**src/rtl/seven_segment_scan_n.sv**
```systemverilog
// N-digit multiplexed seven-segment scanner: hex/BCD decode, LZ blanking,
// blink, 16-level PWM brightness with ghost guard, double-buffered config.
module seven_segment_scan_n #(
  parameter int NUM_DIGITS       = 8,
  parameter int SUBPHASE_CYCLES  = 1024,
  parameter int BLINK_FRAMES     = 64,
  parameter int HEX_MODE         = 1,
  parameter int ANODE_ACTIVE_LOW = 1,
  parameter int SEG_ACTIVE_LOW   = 1
) (
  input  logic                    clk,
  input  logic                    resetn,
  input  logic                    load,
  input  logic [4*NUM_DIGITS-1:0] digits,
  input  logic [NUM_DIGITS-1:0]   dp,
  input  logic [NUM_DIGITS-1:0]   digit_en,
  input  logic [NUM_DIGITS-1:0]   blink_en,
  input  logic [3:0]              brightness,
  input  logic                    lz_blank,
  output logic [6:0]              seg,
  output logic                    dp_out,
  output logic [NUM_DIGITS-1:0]   anode,
  output logic                    frame_start,
  output logic                    load_pending
);

  localparam int SW =
    (SUBPHASE_CYCLES > 1) ? $clog2(SUBPHASE_CYCLES) : 1;
  localparam int IW =
    (NUM_DIGITS > 1) ? $clog2(NUM_DIGITS) : 1;
  localparam int BW =
    (BLINK_FRAMES > 1) ? $clog2(BLINK_FRAMES) : 1;

  localparam logic [SW-1:0] SUB_LAST = SW'(SUBPHASE_CYCLES - 1);
  localparam logic [IW-1:0] IDX_LAST = IW'(NUM_DIGITS - 1);
  localparam logic [BW-1:0] BLK_LAST = BW'(BLINK_FRAMES - 1);

  localparam logic [NUM_DIGITS-1:0] AN_OFF =
    (ANODE_ACTIVE_LOW != 0) ? {NUM_DIGITS{1'b1}} : {NUM_DIGITS{1'b0}};
  localparam logic [6:0] SEG_OFF =
    (SEG_ACTIVE_LOW != 0) ? 7'h7F : 7'h00;
  localparam logic DP_OFF =
    (SEG_ACTIVE_LOW != 0) ? 1'b1 : 1'b0;

  typedef struct packed {
    logic [4*NUM_DIGITS-1:0] digits;
    logic [NUM_DIGITS-1:0]   dp;
    logic [NUM_DIGITS-1:0]   en;
    logic [NUM_DIGITS-1:0]   blink;
    logic [3:0]              bright;
    logic                    lz;
  } cfg_t;

  logic [SW-1:0]         sub_q, sub_d;
  logic [3:0]            phase_q, phase_d;
  logic [IW-1:0]         idx_q, idx_d;
  logic [BW-1:0]         blk_cnt_q, blk_cnt_d;
  logic                  blink_q, blink_d;
  cfg_t                  shadow_q, shadow_d;
  cfg_t                  active_q, active_d;
  cfg_t                  in_cfg;
  logic                  pend_q, pend_d;
  logic                  fs_q, fs_d;
  logic [6:0]            seg_q, seg_d;
  logic                  dp_q, dp_d;
  logic [NUM_DIGITS-1:0] an_q, an_d;

  logic                  sub_wrap;
  logic                  ph_wrap;
  logic                  idx_wrap;
  logic                  boundary;
  logic                  apply;

  logic [3:0]            nib;
  logic                  en_b;
  logic                  bl_b;
  logic                  dp_b;
  logic                  lz_b;
  logic [NUM_DIGITS-1:0] oh;
  logic [NUM_DIGITS-1:0] lzv;
  logic                  zero_above;
  logic                  nz;
  logic [6:0]            dec;
  logic                  lit;

  // Scan counters
  always_comb begin
    sub_wrap = (sub_q == SUB_LAST);
    ph_wrap  = sub_wrap && (phase_q == 4'hF);
    idx_wrap = ph_wrap && (idx_q == IDX_LAST);
    boundary = (sub_q == '0) && (phase_q == 4'h0) &&
               (idx_q == '0);
    sub_d    = sub_wrap ? '0 : sub_q + SW'(1);
    phase_d  = sub_wrap ? phase_q + 4'd1 : phase_q;
    idx_d    = idx_q;
    if (ph_wrap) begin
      idx_d = idx_wrap ? '0 : idx_q + IW'(1);
    end
  end

  // Blink phase flips on the last cycle of a frame so the new
  // value is already in place on the boundary cycle.
  always_comb begin
    blk_cnt_d = blk_cnt_q;
    blink_d   = blink_q;
    if (idx_wrap) begin
      if (blk_cnt_q == BLK_LAST) begin
        blk_cnt_d = '0;
        blink_d   = ~blink_q;
      end else begin
        blk_cnt_d = blk_cnt_q + BW'(1);
      end
    end
  end

  always_comb begin
    in_cfg.digits = digits;
    in_cfg.dp     = dp;
    in_cfg.en     = digit_en;
    in_cfg.blink  = blink_en;
    in_cfg.bright = brightness;
    in_cfg.lz     = lz_blank;
  end

  // The boundary cycle already renders from the freshly applied
  // config, so the first output of a frame is never torn.
  always_comb begin
    apply    = boundary && pend_q;
    shadow_d = load ? in_cfg : shadow_q;
    active_d = apply ? shadow_q : active_q;
    pend_d   = load || (pend_q && !boundary);
    fs_d     = boundary;
  end

  always_comb begin
    lzv        = '0;
    zero_above = 1'b1;
    nz         = 1'b0;
    for (int k = NUM_DIGITS - 1; k >= 0; k--) begin
      nz = (active_d.digits[4*k +: 4] != 4'h0);
      lzv[k] = active_d.lz && (k != 0) && !nz && zero_above;
      if (active_d.en[k] && nz) begin
        zero_above = 1'b0;
      end
    end
  end

  always_comb begin
    nib  = 4'h0;
    en_b = 1'b0;
    bl_b = 1'b0;
    dp_b = 1'b0;
    lz_b = 1'b0;
    oh   = '0;
    for (int k = 0; k < NUM_DIGITS; k++) begin
      if (idx_q == IW'(k)) begin
        nib   = active_d.digits[4*k +: 4];
        en_b  = active_d.en[k];
        bl_b  = active_d.blink[k];
        dp_b  = active_d.dp[k];
        lz_b  = lzv[k];
        oh[k] = 1'b1;
      end
    end
  end

  always_comb begin
    dec = 7'h00;
    unique case (nib)
      4'h0: dec = 7'b0111111;
      4'h1: dec = 7'b0000110;
      4'h2: dec = 7'b1011011;
      4'h3: dec = 7'b1001111;
      4'h4: dec = 7'b1100110;
      4'h5: dec = 7'b1101101;
      4'h6: dec = 7'b1111101;
      4'h7: dec = 7'b0000111;
      4'h8: dec = 7'b1111111;
      4'h9: dec = 7'b1101111;
      4'hA: dec = 7'b1110111;
      4'hB: dec = 7'b1111100;
      4'hC: dec = 7'b0111001;
      4'hD: dec = 7'b1011110;
      4'hE: dec = 7'b1111001;
      4'hF: dec = 7'b1110001;
    endcase
    if ((HEX_MODE == 0) && (nib > 4'd9)) begin
      dec = 7'h00;
    end
  end

  // Phase 15 never satisfies phase < brightness: inter-digit guard.
  always_comb begin
    lit = en_b && !lz_b && !(blink_q && bl_b) &&
          (phase_q < active_d.bright);
    an_d  = lit ? (oh ^ AN_OFF) : AN_OFF;
    seg_d = lit ? (dec ^ SEG_OFF) : SEG_OFF;
    dp_d  = (lit && dp_b) ^ DP_OFF;
  end

  always_ff @(posedge clk or negedge resetn) begin
    if (!resetn) begin
      sub_q     <= '0;
      phase_q   <= 4'h0;
      idx_q     <= '0;
      blk_cnt_q <= '0;
      blink_q   <= 1'b0;
      shadow_q  <= '0;
      active_q  <= '0;
      pend_q    <= 1'b0;
      fs_q      <= 1'b0;
      seg_q     <= SEG_OFF;
      dp_q      <= DP_OFF;
      an_q      <= AN_OFF;
    end else begin
      sub_q     <= sub_d;
      phase_q   <= phase_d;
      idx_q     <= idx_d;
      blk_cnt_q <= blk_cnt_d;
      blink_q   <= blink_d;
      shadow_q  <= shadow_d;
      active_q  <= active_d;
      pend_q    <= pend_d;
      fs_q      <= fs_d;
      seg_q     <= seg_d;
      dp_q      <= dp_d;
      an_q      <= an_d;
    end
  end

  assign seg          = seg_q;
  assign dp_out       = dp_q;
  assign anode        = an_q;
  assign frame_start  = fs_q;
  assign load_pending = pend_q;

endmodule

```
**config.mk**
```make
export PLATFORM = sky130hd
export DESIGN_NAME = seven_segment_scan_n
export DESIGN_NICKNAME = d
export VERILOG_FILES = /design/src/rtl/seven_segment_scan_n.sv
export SDC_FILE = /design/constraint.sdc
export NUM_CORES = 1
export LEC_CHECK = 0
export BUFFER_PORTS_ARGS = -buffer_cell sky130_fd_sc_hd__buf_2
export CAP_MARGIN = 20
export CELL_PAD_IN_SITES_DETAIL_PLACEMENT = 0
export CELL_PAD_IN_SITES_GLOBAL_PLACEMENT = 1
export CORE_MARGIN = 1
export CORE_UTILIZATION = 43
export DETAILED_ROUTE_END_ITERATION = 10
export PLACE_DENSITY_LB_ADDON = 0.1
export SLEW_MARGIN = 20
export SYNTH_ARGS = -nofsm -noshare
export SYNTH_HDL_FRONTEND = slang
export SYNTH_SLANG_ARGS = --single-unit
export TNS_END_PERCENT = 1
```
**constraint.sdc**
```tcl
create_clock -name clk -period 4.3 [get_ports clk]
set_input_delay 0.645 -clock clk [delete_from_list [all_inputs] [get_ports clk]]
set_output_delay 0.645 -clock clk [all_outputs]
set_load 0.02 [all_outputs]
```
==> impl_metrics.py, run 1 <==
metrics = {
    "outcome": {
        "outcome": "completed",
    },
    "setup_path": {
        "path_length_in_cells_of_the_critical_path": 13,
        "crit_path_max_fanout": 36,
        "timing.critical_path.slowest_stage_cell": "or4_4",
        "worstPathArrival_ns": 4.35,
        "timing.critical_path.cells": "or4_4 -> or4_4 -> buf_4 -> mux2i_1 -> a211oi_1 -> o211ai_1 -> o211ai_1 -> a22oi_2 -> inv_1 -> ha_1 -> mux2_2 -> mux2i_1 -> nand2_1",
        "number_of_cell_instances_on_the_worst_register_to_register_path": 13,
        "setup.worst_path.start_class": "flip-flop",
        "cp_slowest_stage_delay_ns": 0.82,
        "crit_path_start": "sub_q[3]",
        "cp_data_required_time_ns": 4.64,
        "critical_path.reg2reg.startpoint": "sub_q[3]",
        "path_delay_family": "simple AND/OR/NAND/NOR gates",
        "worst_setup_path_endpoint": "seg[3]",
        "reg2reg_setup_slack_ns": 0.29,
        "timing.setup.critical_path_class": "flip-flop to flip-flop",
        "rr_endpoint": "seg[3]",
        "timing.critical_path.buf_inv": 2,
        "timing.critical_path.to_type": "flip-flop",
    },
    "synthesis": {
        "synthesis.area_sq_um": 7520,
        "cell_variety_after_synth": 67,
        "synth.mux.area_fraction_pct": 17.2,
        "synth-async-reset-ratio_pct": 100,
        "synthesis.instances": 621,
        "synth_compound_gate_area_share_pct": 8.41,
        "yosys_register_bits": 164,
        "synth_warnings": 0,
        "dominant_combinational_cell_family_by_area_after_synthesis": "multiplexers",
        "synth.net_count": 705,
        "yosys.area_share.simple_pct": 11.2,
        "post_synth_xor_area_fraction_pct": 1.75,
        "post_synth.cell_area_avg_sq_um": 12.1,
        "synth_adder_area_share_pct": 3.33,
        "synth-main-ff-cell": "dfrtp_1",
        "synth-edff-count": 0,
        "synth-seq-area-share_pct": 54.9,
    },
    "global_route": {
        "globalRouteOverflowTotal": 0,
        "first_global_vias": 5084,
        "number_of_antenna_violations_at_the_first_check_in_global_routing": 0,
        "grt.total_usage_pct": 20.1,
        "wire_length_of_the_first_global_routing_pass_um": 27500,
        "grt_max_degree": 96,
    },
    "detailed_routing": {
        "postRouteAntennaNets": 0,
        "drt-pass1-iter-count": 4,
        "route.final.wire_length_um": 16700,
        "drc": 0,
        "detail_route.iter0.violations": 253,
        "avg_wl_per_cell_um": 17.9,
        "avgViaCountPerCell": 5.26,
        "routed-via-count": 4924,
    },
    "timing": {
        "timing.fmax_ghz": 0.249,
        "finalCriticalPeriod_ns": 4.01,
        "clock_skew_ns": 0.00717,
        "normalized_max_slew_margin_pct": 42.0,
        "slew_viol_final": 0,
        "grt_setup_unrepaired": "no",
        "hold_viol_final": 0,
        "setup_violations": 0,
        "fin_setup_tns_ns": 0,
        "share_of_the_clock_period_used_by_the_worst_path_pct": 93.3,
        "worst_hold_slack_ns": 0.283,
        "tightest_slew_ns": 0.870,
    },
    "final_layout": {
        "final_cell_area_sq_um": 8700,
        "fin_cells": 937,
        "final.fill_count": 1508,
        "antenna-diode-count": 0,
        "area_growth_syn_to_layout_pct": 15.7,
        "final_layout_size_suffix_gt1_share_pct": 35.4,
        "final_nets": 788,
    },
    "power_and_ir_drop": {
        "ir_worst_vdd_uv": 286,
        "leakage_uw": 0.00409,
        "finalPower_uw": 3410,
        "power.density_cell_area_nw_per_um2": 393,
    },
    "floorplan": {
        "die_area_sq_um": 18000,
        "num_rows": 47,
        "floorplan.die.height_um": 134,
        "boundaryPins": 82,
        "floorplan.initialDensity_pct": 44.7,
        "floorplan.die.width_um": 134,
        "core_region_area_sq_um": 16800,
    },
    "clock_network": {
        "clock_tree.buffer_depth": 2,
        "cts_buffer_count": 17,
        "clock-root-buffer": "clkbuf_16",
        "cts.sinks": 164,
        "clk_latency_ns": 0.42,
        "cts_tree": "done",
        "count_of_instances_resized_after_the_clock_tree_is_built": 0,
        "postCtsSetupBuffers": 0,
        "clk_transition_reported_paths_ns": 0.06,
        "htree_levels": 4,
        "number_of_hold_buffers_added_after_cts": 0,
    },
    "place": {
        "postPlaceCellArea_sq_um": 8120,
        "port-buffer-count": 81,
        "place_inst": 905,
        "hpwl_um": 12000,
        "place.gp.congestion": 0.848,
    },
    "run": {
        "timing.max_cap.violations": 0,
    },
    "min_path": {
        "timing.hold.worst.class": "input port to async pin",
    },
}
[registers in the layout (all words and copies together), names as in the netlist]
signal	flops
active_q	61
seg	7
load_pending	1
idx_q	3
sub_q	10
anode	8
dp_out	1
frame_start	1
phase_q	4
shadow_q	61
blk_cnt_q	6
blink_q	1
[worst min path at each step]
| stage | start | endpoint | slack [ns] |
|---|---|---|---|
| 3_3_place_gp | active_q[28] | active_q[28] | 0.44 |
| 3_5_place_dp | shadow_q[20] | active_q[20] | 0.46 |
| 2_1_floorplan | resetn | active_q[0] | 0.35 |
| 6_report | resetn | shadow_q[14] | 0.28 |
| 4_1_cts | resetn | shadow_q[24] | 0.34 |
| 5_1_grt | resetn | shadow_q[14] | 0.36 |
[per-layer routing]
metal	global-route usage, %	part of all wire, %	vias to the layer above
li1	-	-	2367
met5	0	0	-
met4	6.93	1.6	0
met3	4.31	4.8	19
met2	30.7	45	104
met1	28.3	48	2434
[cell families (layout without fill, tap and decap cells)]
| kind of cell | Yosys count | count (layout) |
|---|---|---|
| mux | 116 | 116 |
| flops | 164 | 164 |
| xor+xnor | 15 | 15 |
| compound gates | 84 | 84 |
| simple gates | 171 | 171 |
| fa+ha+maj | 20 | 20 |
| buf+inv | 51 | 147 |
[through the flow]
stage / util, % / setup WS [ns]
4_1_cts: 51.7 / 0.284
6_report: 51.7 / 0.289
5_1_grt: 51.7 / 0.0265
2_1_floorplan: - / 0.283
3_5_place_dp: 48.3 / 0.302
3_3_place_gp: 48.3 / 0.400
[worst reg2reg max path, cell delays in order, from the launching register on]
cell,delay (ns)
dfrtp_1,0.42
or4_4,0.57
or4_4,0.82
buf_4,0.33
mux2i_1,0.25
a211oi_1,0.12
o211ai_1,0.12
o211ai_1,0.16
a22oi_2,0.31
inv_1,0.14
ha_1,0.23
mux2_2,0.26
mux2i_1,0.12
nand2_1,0.08
[Yosys cell counts (all sizes together), types with 3 or more instances]
cell type | count | area, sq um
dfrtp | 148 | 3700
mux2 | 101 | 1140
nand2 | 83 | 312
inv | 23 | 86.3
o21ai | 23 | 115
ha | 20 | 250
nor2 | 20 | 75.1
dfstp | 16 | 420
clkbuf | 15 | 56.3
mux2i | 15 | 150
buf | 12 | 98.8
a21oi | 11 | 58.8
nor4 | 10 | 68.8
nor2b | 8 | 50.1
nor3 | 8 | 40.0
xor2 | 8 | 70.1
and2 | 7 | 43.8
nand3 | 7 | 35.0
or4 | 7 | 60.1
xnor2 | 7 | 61.3
a22oi | 6 | 63.8
a31oi | 5 | 46.3
o211ai | 5 | 37.5
and3 | 4 | 25.0
nand4 | 4 | 31.3
o221ai | 4 | 35.0
a211oi | 3 | 22.5
a21o | 3 | 22.5
a221oi | 3 | 26.3
nand2b | 3 | 18.8
o221a | 3 | 33.8
[report_power, final]
group / switching, uW / internal, uW / leakage (uW) / total (uW)
Sequential: 58.6 / 1640 / 0.00201 / 1700
Combinational: 123 / 121 / 0.00180 / 244
Clock: 593 / 881 / 0.000280 / 1470
Total: 775 / 2640 / 0.00409 / 3410
[placed cells by master, fill, tap and decap left out, types with 3 or more instances in the layout]
master,count
o221a_2,3
mux2i_1,15
a21o_1,3
mux2_2,99
nand2b_1,3
clkbuf_16,17
a221oi_1,3
buf_4,10
buf_2,80
dfrtp_1,148
o21ai_0,22
o211ai_1,5
clkinv_2,5
nor2_1,20
clkbuf_1,3
o221ai_1,4
or4_1,5
and2_1,6
ha_1,20
nor2b_1,8
and3_1,4
xor2_1,8
nand4_1,3
nor4_1,9
a22oi_1,4
nand3_1,7
a211oi_1,3
a21oi_1,10
inv_1,23
a31oi_1,4
nand2_1,83
dfstp_2,16
xnor2_1,7
nor3_1,8
[cell type report]
| cell class | instances | area (sq um) | share of cell area (%) |
|---|---|---|---|
| flip-flops and latches | 164 | 4120 | 47.4 |
| multi-input cells | 406 | 3150 | 36.2 |
| repair buffers | 91 | 487 | 5.60 |
| clock buffers | 22 | 464 | 5.34 |
| well taps | 220 | 275 | 3.17 |
| clock inverters | 10 | 109 | 1.25 |
| inverters | 24 | 90.1 | 1.04 |
(Power assumes the default switching activity.)
==> inputs of run 2 (changes only) <==
- ABC_AREA: default -> 1
- CORE_UTILIZATION: 43 -> 44
- clock period: 4.3 -> 4.1 ns (I/O delays scaled with it)
==> run 2 against run 1 <==
Wire length is 2.6% lower. Global-route usage is 0.13 points lower. Clock skew increased by 0.00097 ns. Largest power group unchanged.
==> impl_metrics.py, run 2 <==
metrics = {
    "synthesis": {
        "synth-main-ff-cell": "dfrtp_1",
        "synth.mux.area_fraction_pct": 0.592,
        "synth_adder_area_share_pct": 3.29,
        "synth-async-reset-ratio_pct": 100,
        "synth-seq-area-share_pct": 54.2,
        "cell_variety_after_synth": 40,
        "yosys_register_bits": 164,
        "dominant_combinational_cell_family_by_area_after_synthesis": "simple AND/OR/NAND/NOR gates",
        "synth_compound_gate_area_share_pct": 11.7,
        "portion_of_synthesized_cell_area_occupied_by_the_leading_cell_type_pct": 48.7,
        "post_synth_xor_area_fraction_pct": 1.38,
        "synth.most_common_cell": "nand2_1",
        "post_synth.cell_area_avg_sq_um": 8.63,
        "synth.net_count": 966,
        "post_synth_most_frequent_cells": "nand2_1, dfrtp_1, inv_1, o21ai_0, nor2_1",
        "netlist_top_cells_area": "dfrtp_1, nand2_1, o21ai_0",
        "synthesis.instances": 882,
        "yosys.area_share.simple_pct": 19.7,
        "synth-edff-count": 0,
        "synthesis.area_sq_um": 7610,
        "synth_warnings": 0,
        "synth.largest_area_cell": "dfrtp_1",
    },
    "floorplan": {
        "die_area_sq_um": 17800,
        "floorplan.initialDensity_pct": 45.4,
        "num_rows": 47,
        "boundaryPins": 82,
        "core_region_area_sq_um": 16800,
        "floorplan.die.width_um": 134,
        "floorplan.die.height_um": 134,
    },
    "setup_path": {
        "timing.critical_path.buf_inv": 2,
        "critical_path.reg2reg.startpoint": "phase_q[0]",
        "path_delay_family": "simple AND/OR/NAND/NOR gates",
        "path_common_cell": "nand2_1",
        "timing.critical_path.to_type": "flip-flop",
        "rr_endpoint": "seg[3]",
        "number_of_cell_instances_on_the_worst_register_to_register_path": 22,
        "setup.worst_path.start_class": "flip-flop",
        "timing.setup.critical_path_class": "flip-flop to flip-flop",
        "timing.critical_path.cells": "inv_1 -> ha_1 -> inv_1 -> nor2_1 -> nand2_1 -> nor2_4 -> nand3_4 -> o21ai_1 -> nand2_1 -> nand3_1 -> nand2_1 -> nand2_1 -> nand2_1 -> nand2_1 -> nand2_1 -> nand2_1 -> nand2_1 -> ha_1 -> nand2_1 -> nand2_1 -> o21ai_0 -> nand2_2",
        "timing.critical_path.slowest_stage_cell": "o21ai_1",
        "cp_slowest_stage_delay_ns": 0.50,
        "reg2reg_setup_slack_ns": 0.57,
        "worstPathArrival_ns": 3.88,
        "cp_data_required_time_ns": 4.45,
        "crit_path_max_fanout": 48,
    },
    "detailed_routing": {
        "drc": 0,
        "avgViaCountPerCell": 4.76,
        "routed-via-count": 5673,
        "avg_wl_per_cell_um": 13.7,
        "drt-pass1-iter-count": 5,
        "detail_route.iter0.violations": 381,
        "postRouteAntennaNets": 0,
        "route.final.wire_length_um": 16300,
    },
    "timing": {
        "grt_setup_unrepaired": "no",
        "timing.fmax_ghz": 0.283,
        "share_of_the_clock_period_used_by_the_worst_path_pct": 86.2,
        "setup_slack_ns": 0.565,
        "setup_violations": 0,
        "hold_viol_final": 0,
        "fin_setup_tns_ns": 0,
        "slew_viol_final": 0,
        "tightest_slew_ns": 0.967,
        "clock_skew_ns": 0.00813,
        "finalCriticalPeriod_ns": 3.53,
        "normalized_max_slew_margin_pct": 35.5,
    },
    "clock_network": {
        "clock-root-buffer": "clkbuf_16",
        "clk_transition_reported_paths_ns": 0.07,
        "htree_levels": 4,
        "cts_buffer_count": 17,
        "number_of_hold_buffers_added_after_cts": 0,
        "count_of_instances_resized_after_the_clock_tree_is_built": 0,
        "cts.sinks": 164,
        "clk_latency_ns": 0.42,
        "postCtsSetupBuffers": 0,
        "clock_tree.buffer_depth": 2,
        "cts_tree": "done",
    },
    "run": {
        "timing.max_cap.violations": 0,
    },
    "power_and_ir_drop": {
        "power.density_cell_area_nw_per_um2": 428,
        "ir_worst_vdd_uv": 283,
        "leakage_uw": 0.00454,
    },
    "final_layout": {
        "layout.cells.most_common_list": "nand2_1, dfrtp_1, inv_1",
        "antenna-diode-count": 0,
        "area_growth_syn_to_layout_pct": 16.1,
        "final_nets": 1042,
        "largestRegisters": "active_q x61, shadow_q x61, sub_q x10",
        "mostFrequentLayoutCell": "nand2_1",
        "final_layout_size_suffix_gt1_share_pct": 18.5,
        "final_cell_area_sq_um": 8830,
    },
    "global_route": {
        "m1_gr_usage_pct": 27.5,
        "globalRouteOverflowTotal": 0,
        "first_global_vias": 5678,
        "grt_max_degree": 120,
        "global_routing_usage_on_met3_pct": 3.69,
        "wire_length_of_the_first_global_routing_pass_um": 27900,
        "grt_most_used_layer": "met2",
        "groute.layer.met2.usage_pct": 31.3,
        "number_of_antenna_violations_at_the_first_check_in_global_routing": 0,
        "grt.total_usage_pct": 20.0,
    },
    "place": {
        "hpwl_um": 11800,
        "port-buffer-count": 81,
        "placement.setup.worst_slack_ns": 0.587,
        "postPlaceCellArea_sq_um": 8190,
        "place.gp.congestion": 0.827,
    },
    "outcome": {
        "outcome": "completed",
    },
    "min_path": {
        "timing.hold.worst.class": "input port to async pin",
    },
}
## run 2: report_power, final
part | switching [uW] | internal [uW]
Clock | 636 | 1100
Sequential | 27.2 | 1720
Combinational | 202 | 102
## run 2: how the worst max path moves through the flow
stage,startpoint,endpoint,slack (ns),depth (start not counted)
2_1_floorplan,phase_q[0],seg[3],1.00,23
3_3_place_gp,phase_q[0],seg[1],0.69,22
3_5_place_dp,phase_q[0],seg[3],0.59,21
4_1_cts,phase_q[0],seg[3],0.55,21
5_1_grt,phase_q[0],seg[3],0.08,21
6_report,phase_q[0],seg[3],0.57,22
## run 2: area by class of cell
class                      instances  area, sq um
tap                              220          275
fill                            1578         7930
sequential                       164         4120
timing repair buffer              89          487
clock buffer                      19          443
multi-input combinational        550         2790
clock inverter                    13          203
inverter                         136          510
## run 2: metrics by stage
stage / power (uW) / cells / hold WS (ns) / utilization (%)
6_report: 3780 / 1191 / 0.292 / 52.7
5_1_grt: 3960 / 1191 / 0.390 / 52.7
4_1_cts: 3840 / 1191 / 0.340 / 52.7
3_5_place_dp: 2090 / 1159 / 0.464 / 48.8
3_3_place_gp: 2080 / 1159 / 0.460 / 48.8
2_1_floorplan: 1960 / 882 / 0.319 / -
## run 2: kinds of logic (layout without fill, tap and decap cells)
family / Yosys count / after routing
compound gates: 162 / 162
xor+xnor: 12 / 12
fa+ha+maj: 20 / 20
buf+inv: 168 / 257
flops: 164 / 164
mux: 4 / 4
simple gates: 352 / 352
## run 2: metal layers
layer | routed length [um] | up-vias
met3 | 383 | 17
met2 | 7570 | 72
met5 | 0 | -
met4 | 268 | 0
met1 | 8060 | 2680
li1 | - | 2904
==> inputs of run 3 (changes only) <==
- BUFFER_PORTS_ARGS: -buffer_cell sky130_fd_sc_hd__buf_2 -> -buffer_cell sky130_fd_sc_hd__buf_4
- clock period: 4.1 -> 3.35 ns (I/O delays scaled with it)
==> run 3 against run 2 <==
Register-to-register slack lost 0.30 ns. Sequential power is 22% higher. Maximum frequency is 15% higher. Count of clock-buffer cells in the layout grew 2. First-iteration DRC count shrank 13%. Sequential share of layout area fell by 1.7 points. Via count is 2.3% higher. Hold slack got worse by 0.24 ns. Cell area increased by 3.7%. Combinational power grew 33%. Power increased by 20%. Die area did not move.
==> impl_metrics.py, run 3 (synthesis results as in run 2) <==
metrics = {
    "timing": {
        "hold_viol_final": 0,
        "tightest_slew_ns": 0.682,
        "setup_slack_ns": 0.263,
        "setup_violations": 0,
        "share_of_the_clock_period_used_by_the_worst_path_pct": 92.2,
        "slew_viol_final": 0,
        "finalCriticalPeriod_ns": 3.09,
        "timing.fmax_ghz": 0.324,
        "clock_skew_ns": 0.00717,
        "normalized_max_slew_margin_pct": 54.6,
    },
    "setup_path": {
        "number_of_cell_instances_on_the_worst_register_to_register_path": 21,
        "reg2reg_setup_slack_ns": 0.26,
        "timing.setup.critical_path_class": "flip-flop to flip-flop",
        "timing.critical_path.cells": "inv_1 -> ha_1 -> nand2_1 -> nor2_4 -> nand3_4 -> buf_4 -> clkbuf_16 -> nand2_1 -> o21ai_2 -> or2_0 -> nand2_1 -> nand2_1 -> nand2_1 -> nand2_1 -> nand2_1 -> inv_2 -> ha_1 -> nand3_1 -> nand2_1 -> a21oi_2 -> nand2_2",
        "path_common_cell": "nand2_1",
        "rr_endpoint": "seg[5]",
        "cp_data_required_time_ns": 3.70,
        "cp_slowest_stage_delay_ns": 0.40,
        "setup.worst_path.start_class": "flip-flop",
        "timing.critical_path.slowest_stage_cell": "dfrtp_1",
        "worstPathArrival_ns": 3.44,
        "crit_path_max_fanout": 13,
        "critical_path.reg2reg.startpoint": "idx_q[0]",
        "timing.critical_path.to_type": "flip-flop",
    },
    "floorplan": {
        "num_rows": 47,
        "floorplan.initialDensity_pct": 45.4,
        "floorplan.die.width_um": 134,
        "die_area_sq_um": 17800,
        "boundaryPins": 82,
        "core_region_area_sq_um": 16800,
        "floorplan.die.height_um": 134,
    },
    "final_layout": {
        "layout.cells.most_common_list": "nand2_1, dfrtp_1, inv_1",
        "area_growth_syn_to_layout_pct": 20.4,
        "fin_util_pct": 54.7,
        "antenna-diode-count": 0,
        "mostFrequentLayoutCell": "nand2_1",
        "final_layout_size_suffix_gt1_share_pct": 19.8,
        "final_nets": 1056,
        "largestRegisters": "active_q x61, shadow_q x61, sub_q x10",
        "fin_cells": 1204,
    },
    "power_and_ir_drop": {
        "leakage_uw": 0.00471,
        "power.density_cell_area_nw_per_um2": 497,
        "ir_worst_vdd_uv": 353,
    },
    "clock_network": {
        "cts_buffer_count": 17,
        "clk_transition_reported_paths_ns": 0.06,
        "cts.sinks": 164,
        "clk_latency_ns": 0.42,
        "htree_levels": 4,
        "cts_tree": "done",
        "number_of_hold_buffers_added_after_cts": 0,
        "clock-root-buffer": "clkbuf_16",
        "clock_tree.buffer_depth": 2,
    },
    "global_route": {
        "globalRouteOverflowTotal": 0,
        "number_of_antenna_violations_at_the_first_check_in_global_routing": 0,
        "grt_max_degree": 76,
        "grt.total_usage_pct": 19.9,
        "first_global_vias": 5669,
        "wire_length_of_the_first_global_routing_pass_um": 28000,
    },
    "detailed_routing": {
        "avgViaCountPerCell": 4.82,
        "route.final.wire_length_um": 16500,
        "detail_route.iter0.violations": 333,
        "drt-pass1-iter-count": 6,
        "postRouteAntennaNets": 0,
        "drc": 0,
        "routed-via-count": 5806,
        "avg_wl_per_cell_um": 13.7,
    },
    "place": {
        "place_inst": 1162,
        "placement.setup.worst_slack_ns": 0.304,
        "place.gp.congestion": 0.824,
        "port-buffer-count": 81,
        "hpwl_um": 11900,
    },
    "outcome": {
        "outcome": "completed",
    },
    "min_path": {
        "timing.hold.worst.class": "input port to async pin",
    },
    "run": {
        "timing.max_cap.violations": 0,
    },
}
[run 3: metal layers]
| metal | routed length (um) | global-route usage [%] | share of wire, % |
|---|---|---|---|
| met5 | 0 | 0 | 0 |
| met4 | 267 | 7.13 | 1.6 |
| met3 | 565 | 3.42 | 3.4 |
| met2 | 7620 | 31.0 | 46 |
| met1 | 8060 | 28.1 | 49 |
[run 3: power breakdown]
| part | switching [uW] | leakage (uW) | internal (uW) | total, uW |
|---|---|---|---|---|
| sequential | 33.6 | 0.00202 | 2110 | 2140 |
| combinational | 251 | 0.00239 | 154 | 404 |
| clock | 752 | 0.000297 | 1260 | 2010 |
| total | 1040 | 0.00471 | 3520 | 4550 |
[run 3: cell type report]
cell class / count / area [sq um]
fillers: 1573 / 7600
flip-flops and latches: 164 / 4120
multi-input cells: 550 / 2800
repair buffers: 103 / 845
inverters: 136 / 510
clock buffers: 21 / 450
well taps: 220 / 275
clock inverters: 10 / 156
[run 3: worst max path at each step]
| stage | from | endpoint | slack (ns) | depth (start not counted) |
|---|---|---|---|---|
| floorplan | phase_q[0] | seg[3] | 0.25 | 23 |
| global placement | phase_q[0] | seg[3] | 0.35 | 22 |
| detailed placement | phase_q[0] | seg[3] | 0.30 | 22 |
| CTS | phase_q[0] | seg[3] | 0.25 | 22 |
| global route | phase_q[0] | seg[5] | -0.04 | 22 |
| finish | idx_q[0] | seg[5] | 0.26 | 21 |
[run 3: worst max-delay path, delay by kind of cell (launching register included)]
family | cells | cell delay [ns]
AND/OR/NAND/NOR | 13 | 1.45
flip-flops | 1 | 0.40
AO/OA/AOI/OAI | 2 | 0.22
buffers and inverters | 4 | 0.54
adder cells (fa/ha/maj) | 2 | 0.38
[run 3: per-stage QoR]
step                      power (uW)  TNS (ns)  cell area, sq um  hold WS, ns
after floorplan                 2390         0              7610        0.207
after global placement          2570         0              8420        0.458
after detailed placement        2580         0              8420        0.466
after CTS                       4600         0              9030       0.0760
after global routing            4750   -0.0741              9160        0.110
final                           4550         0              9160       0.0565
[run 3: timing repair]
item | in CTS | in global routing
gates resized for setup | 0 | 6
setup buffers | 0 | 9
hold endpoints to repair | 0 | 0
endpoints found under the setup margin | 0 | 8
